[src/rtl/ring_stop_judge.sv]
// ring_stop_judge
// Game-control stage for the "stop the light" reaction game. It drives the
// shift enable of an external one-hot ring counter from a programmable
// prescaler. It debounces the player button and, on a press, captures the
// ring position and judges it against a target bit. It also keeps score and
// lives, and each hit shortens the rotation period.
//
// Ports
//   clk        in   system clock
//   rst_n      in   asynchronous active-low reset
//   start      in   single-cycle start pulse (honoured in IDLE and OVER)
//   btn        in   raw asynchronous player button, active-high
//   count      in   [W]  one-hot position from the ring counter
//   ring_en    out  one-cycle shift enable to the ring counter
//   hit        out  one-cycle pulse after a judged hit
//   miss       out  one-cycle pulse after a judged miss
//   score      out  [SCORE_W] current score (saturating)
//   lives      out  [3] remaining lives
//   game_over  out  high while in OVER
//   busy       out  high in RUN, JUDGE or HOLD
//
// state | meaning
// IDLE  | after reset, waiting for start
// RUN   | light rotating, waiting for a debounced press
// JUDGE | one cycle, evaluates the captured position
// HOLD  | pause after a miss, presses discarded
// OVER  | no lives left, waiting for start
module ring_stop_judge #(
    parameter int W           = 15,
    parameter int TARGET      = 7,
    parameter int DIV_INIT    = 5000000,
    parameter int DIV_STEP    = 500000,
    parameter int DIV_MIN     = 1000000,
    parameter int DB_CYCLES   = 200000,
    parameter int HOLD_CYCLES = 25000000,
    parameter int LIVES       = 3,
    parameter int SCORE_W     = 8
) (
    input  logic               clk,
    input  logic               rst_n,
    input  logic               start,
    input  logic               btn,
    input  logic [W-1:0]       count,
    output logic               ring_en,
    output logic               hit,
    output logic               miss,
    output logic [SCORE_W-1:0] score,
    output logic [2:0]         lives,
    output logic               game_over,
    output logic               busy
);

    localparam int DIV_W  = $clog2(DIV_INIT + 1);
    localparam int DB_W   = $clog2(DB_CYCLES + 1);
    localparam int HOLD_W = $clog2(HOLD_CYCLES + 1);

    localparam logic [DIV_W-1:0]  DIV_INIT_V = DIV_W'(DIV_INIT);
    localparam logic [DIV_W-1:0]  DIV_STEP_V = DIV_W'(DIV_STEP);
    localparam logic [DIV_W-1:0]  DIV_MIN_V  = DIV_W'(DIV_MIN);
    localparam logic [DB_W-1:0]   DB_LAST    = DB_W'(DB_CYCLES - 1);
    localparam logic [HOLD_W-1:0] HOLD_LAST  = HOLD_W'(HOLD_CYCLES - 1);
    localparam logic [2:0]        LIVES_V    = 3'(LIVES);

    typedef enum logic [2:0] {
        S_IDLE,
        S_RUN,
        S_JUDGE,
        S_HOLD,
        S_OVER
    } state_t;

    state_t              state_q;
    logic                sync1_q;
    logic                sync2_q;
    logic                db_level_q;
    logic [DB_W-1:0]     db_cnt_q;
    logic                press_q;
    logic [DIV_W-1:0]    presc_q;
    logic [DIV_W-1:0]    div_q;
    logic [W-1:0]        cap_q;
    logic [HOLD_W-1:0]   hold_q;
    logic [SCORE_W-1:0]  score_q;
    logic [2:0]          lives_q;
    logic                hit_q;
    logic                miss_q;

    logic                presc_tc_d;
    logic                cap_hit_d;
    logic [DIV_W-1:0]    div_next_d;
    logic [SCORE_W-1:0]  score_next_d;

    // Button path: two-flop synchroniser, then a stability counter. The
    // counter only advances while the synchronised value disagrees with the
    // current level, so any bounce back to the old level restarts it.
    always_ff @(posedge clk or negedge rst_n) begin
        if (!rst_n) begin
            sync1_q    <= 1'b0;
            sync2_q    <= 1'b0;
            db_level_q <= 1'b0;
            db_cnt_q   <= '0;
            press_q    <= 1'b0;
        end else begin
            sync1_q <= btn;
            sync2_q <= sync1_q;
            press_q <= 1'b0;
            if (sync2_q == db_level_q) begin
                db_cnt_q <= '0;
            end else if (db_cnt_q == DB_LAST) begin
                db_level_q <= sync2_q;
                db_cnt_q   <= '0;
                press_q    <= sync2_q;   // rising edges only
            end else begin
                db_cnt_q <= db_cnt_q + DB_W'(1);
            end
        end
    end

    assign presc_tc_d = (presc_q == div_q - DIV_W'(1));

    // A press on the terminal count holds the ring still, so the captured
    // position is the one the player actually saw.
    assign ring_en = (state_q == S_RUN) && presc_tc_d && !press_q;

    // Exactly one-hot and on the target bit; zero or multi-bit captures miss.
    assign cap_hit_d = (cap_q != '0) && ((cap_q & (cap_q - W'(1))) == '0) && cap_q[TARGET];

    // Compare in 32 bits so the floor is applied before any subtraction can wrap.
    always_comb begin
        div_next_d = DIV_MIN_V;
        if ({{(32 - DIV_W){1'b0}}, div_q} >= 32'(DIV_MIN + DIV_STEP)) begin
            div_next_d = div_q - DIV_STEP_V;
        end
    end

    assign score_next_d = (&score_q) ? score_q : score_q + SCORE_W'(1);

    always_ff @(posedge clk or negedge rst_n) begin
        if (!rst_n) begin
            state_q <= S_IDLE;
            presc_q <= '0;
            div_q   <= DIV_INIT_V;
            cap_q   <= '0;
            hold_q  <= '0;
            score_q <= '0;
            lives_q <= LIVES_V;
            hit_q   <= 1'b0;
            miss_q  <= 1'b0;
        end else begin
            hit_q  <= 1'b0;
            miss_q <= 1'b0;
            case (state_q)
                S_IDLE, S_OVER: begin
                    if (start) begin
                        div_q   <= DIV_INIT_V;
                        score_q <= '0;
                        lives_q <= LIVES_V;
                        presc_q <= '0;
                        state_q <= S_RUN;
                    end
                end
                S_RUN: begin
                    if (press_q) begin
                        cap_q   <= count;
                        state_q <= S_JUDGE;
                    end else if (presc_tc_d) begin
                        presc_q <= '0;
                    end else begin
                        presc_q <= presc_q + DIV_W'(1);
                    end
                end
                S_JUDGE: begin
                    if (cap_hit_d) begin
                        hit_q   <= 1'b1;
                        score_q <= score_next_d;
                        div_q   <= div_next_d;
                        presc_q <= '0;
                        state_q <= S_RUN;
                    end else begin
                        miss_q  <= 1'b1;
                        lives_q <= lives_q - 3'd1;
                        if (lives_q == 3'd1) begin
                            state_q <= S_OVER;
                        end else begin
                            hold_q  <= HOLD_LAST;
                            state_q <= S_HOLD;
                        end
                    end
                end
                S_HOLD: begin
                    if (hold_q == '0) begin
                        presc_q <= '0;
                        state_q <= S_RUN;
                    end else begin
                        hold_q <= hold_q - HOLD_W'(1);
                    end
                end
                default: state_q <= S_IDLE;
            endcase
        end
    end

    assign hit       = hit_q;
    assign miss      = miss_q;
    assign score     = score_q;
    assign lives     = lives_q;
    assign game_over = (state_q == S_OVER);
    assign busy      = (state_q == S_RUN) || (state_q == S_JUDGE) || (state_q == S_HOLD);

endmodule

[config.mk]
export PLATFORM = sky130hd
export DESIGN_NAME = ring_stop_judge
export DESIGN_NICKNAME = d
export VERILOG_FILES = /design/src/rtl/ring_stop_judge.sv
export SDC_FILE = /design/constraint.sdc
export NUM_CORES = 1
export LEC_CHECK = 0
export BUFFER_PORTS_ARGS = -buffer_cell sky130_fd_sc_hd__buf_2
export CORE_MARGIN = 1.5
export CORE_UTILIZATION = 40
export DETAILED_ROUTE_END_ITERATION = 8
export SETUP_SLACK_MARGIN = 0.1
export SLEW_MARGIN = 30
export SYNTH_ARGS = -nofsm -noshare
export SYNTH_HDL_FRONTEND = slang
export SYNTH_SLANG_ARGS = --single-unit
export TNS_END_PERCENT = 100
[constraint.sdc]
create_clock -name clk -period 4.2 [get_ports clk]
set_input_delay 0.42 -clock clk [delete_from_list [all_inputs] [get_ports clk]]
set_output_delay 0.42 -clock clk [all_outputs]
set_load 0.01 [all_outputs]
==> reports/metrics.yaml <==
critPathTopFamily: "simple AND/OR/NAND/NOR gates"
drtAntennaViolNets: 0
rsz0062_at_grt: "no"
fin_crit_ps: 3570
cts.sinks: 119
synthesis.instances: 754
ctsResizeCount: 0
hp-class: "input port to asynchronous set/reset pin"
synth-edff-count: 0
layout.cells.most_common: "dfrtp_1"
worstSetupPathType: "flop to primary output"
netlist_area_um2: 6770
dpl-instance-area_um2: 7050
maxCapViolations: 0
avgSynthCellArea_um2: 8.98
cp_slowest_stage_delay_ps: 590
multi_input_area_um2: 3490
worst_setup_path_start_kind: "flop"
drive_gt1_share_pct: 13.1
finalSetupTns_ps: 0
nets: 793
stdcell_area_um2: 7690
cts_hold_buf: 0
overflow: 0
max_slew_margin_pct: 40.5
synth.distinct_cells: 69
drtIter0Drc: 493
power_density_nw_per_um2: 360
cp.buffers_inverters: 2
rrSetupSlack_ps: 780
final_cell_mix: "109 x dfrtp_1, 76 x nand2_1, 66 x nor2_1"
grt_pass1_wl_um: 28300
setup_viol: 0
arrival_ps: 3150
dp.final_hpwl_um: 11700
io_pins: 35
first_pass_iters: 5
final-seq-area_um2: 2990
die_y_um: 133
htree_num_levels: 4
synth_ff_type: "dfrtp_1"
grt_antenna_before_repair: 0
cts_root_buf: "clkbuf_16"
yosysTopAreaCell: "dfrtp_1"
drv_slew: 0
num_rows: 47
grt_use_total_pct: 19.9
via_per_inst: 5.78
routed_wl_um: 16800
endpoint_kind: "primary output"
ir_drop_v: 0.000252
postCtsSetupBuffers: 0
synthArstFlopShare_pct: 100
wl_per_cell_um: 16.9
fillers: 1572
area_growth_syn_to_layout_pct: 13.5
dieArea_um2: 17700
cts_tree: "yes"
tightestPinTransition_ps: 889
cp_slowest_cell: "or4b_1"
yosysTopAreaCellShare_pct: 40.3
grt_pass1_vias: 5620
fmax_mhz: 280
worstPathMaxFanout: 8
clockBufferDepth: 2
gp_congestion: 0.881
p_leak_nw: 3.33
synth_seq_area_share_pct: 44.2
worstSkewPairLatency_ps: 420
drc: 0
antennaDiodeCount: 0
initial_core_util_pct: 40.8
worstPathRequired_ps: 3780
grt_max_degree: 72
synth-seq-cells: 119
vias: 5773
status: "completed"
clock_skew_ps: 9.70
syn-num-nets: 781
min_period_over_period_pct: 85.1
clk_pin_slew_ps: 60
core_area_um2: 16600
portBuffers: 34
hold_viol: 0
die_x_um: 133
synthTopCellsByArea: "dfrtp_1 40%, nand2_1 4.2%, dfstp_2 3.9%"
yosysWarnings: 0
path_cells: "inv_1 -> ha_1 -> or4b_1 -> a221oi_1 -> o2111ai_1 -> nor3_1 -> nand4_1 -> nor2_1 -> buf_2"
cts_buffers: 17
[routing by layer]
layer	global-route usage, %	part of all wire [%]	wire length [um]	vias up
li1	-	-	-	2760
met4	9.06	2.9	481	0
met2	30.2	47	7850	146
met1	27.2	46	7750	2832
met5	0	0	0	-
met3	4.45	4.5	755	35
[final cells by class]
| cell class | instances | share of cell area (%) |
|---|---|---|
| Multi-Input combinational cell | 566 | 45.4 |
| Sequential cell | 119 | 38.9 |
| Clock buffer | 19 | 5.76 |
| Tap cell | 220 | 3.58 |
| Timing Repair Buffer | 39 | 2.78 |
| Clock inverter | 13 | 2.47 |
| Inverter | 23 | 1.12 |
[where the power goes]
group | internal [mW] | total (mW) | leakage, nW | switching, mW
logic | 0.0107 | 0.0404 | 1.54 | 0.0296
clock network | 1.01 | 1.57 | 0.297 | 0.560
registers | 1.15 | 1.15 | 1.50 | 0.00308
total | 2.18 | 2.77 | 3.33 | 0.593
[stage by stage]
stage | hold WS, ps | cells | power (mW) | util (%) | worst slack [ps]
after floorplan | 124 | 754 | 1.18 | - | 1430
after global placement | 335 | 967 | 1.21 | 42.5 | 900
after detailed placement | 348 | 967 | 1.22 | 42.5 | 809
after CTS | 124 | 999 | 2.80 | 46.3 | 624
after global routing | 58.6 | 999 | 2.86 | 46.4 | 408
final | 9.16 | 999 | 2.77 | 46.4 | 626
[worst paths after layout]
| kind | start | endpoint | cells past startpoint |
|---|---|---|---|
| worst max-delay path | div_q[5]$_DFFE_PN0P_ | ring_en | 9 |
| worst min-delay path | rst_n | db_cnt_q[15]$_DFF_PN0_ | 1 |
| worst max register to register | cap_q[5]$_DFFE_PN0P_ | presc_q[10]$_DFFE_PN0P_ | 8 |
| worst min register to register | sync1_q$_DFF_PN0_ | sync2_q$_DFF_PN0_ | 0 |
| max in group asynchronous | rst_n | lives[0]$_DFFE_PN1P_ | 2 |
| min in group clk | btn | sync1_q$_DFF_PN0_ | 1 |
[cell usage after synthesis (22+ instances only)]
| library cell | number |
|---|---|
| nor3_1 | 25 |
| clkbuf_1 | 33 |
| nand4_1 | 31 |
| inv_1 | 23 |
| nand2_1 | 76 |
| xor2_1 | 25 |
| dfrtp_1 | 109 |
| nand3_1 | 33 |
| xnor2_1 | 30 |
| nor2_1 | 66 |
| o21ai_0 | 47 |
| a21oi_1 | 22 |
[logic make-up after synthesis]
logic type | synth area share, %
xor gates and xnor gates | 7.11
DFF | 44.2
AOI/OAI and AO/OA | 14.6
muxes | 2.94
buffers and inverters | 4.31
adders and majority gates | 1.63
and+or+nand+nor | 25.2
[registers in the layout, indices dropped and copies added, names as in the netlist]
signal      flops
sync1_q         1
hit             1
db_level_q      1
db_cnt_q       18
miss            1
lives           3
sync2_q         1
div_q          18
press_q         1
state_q         3
hold_q         25
score           8
cap_q          15
presc_q        23
No activity file was read; power rests on OpenSTA's default activity.
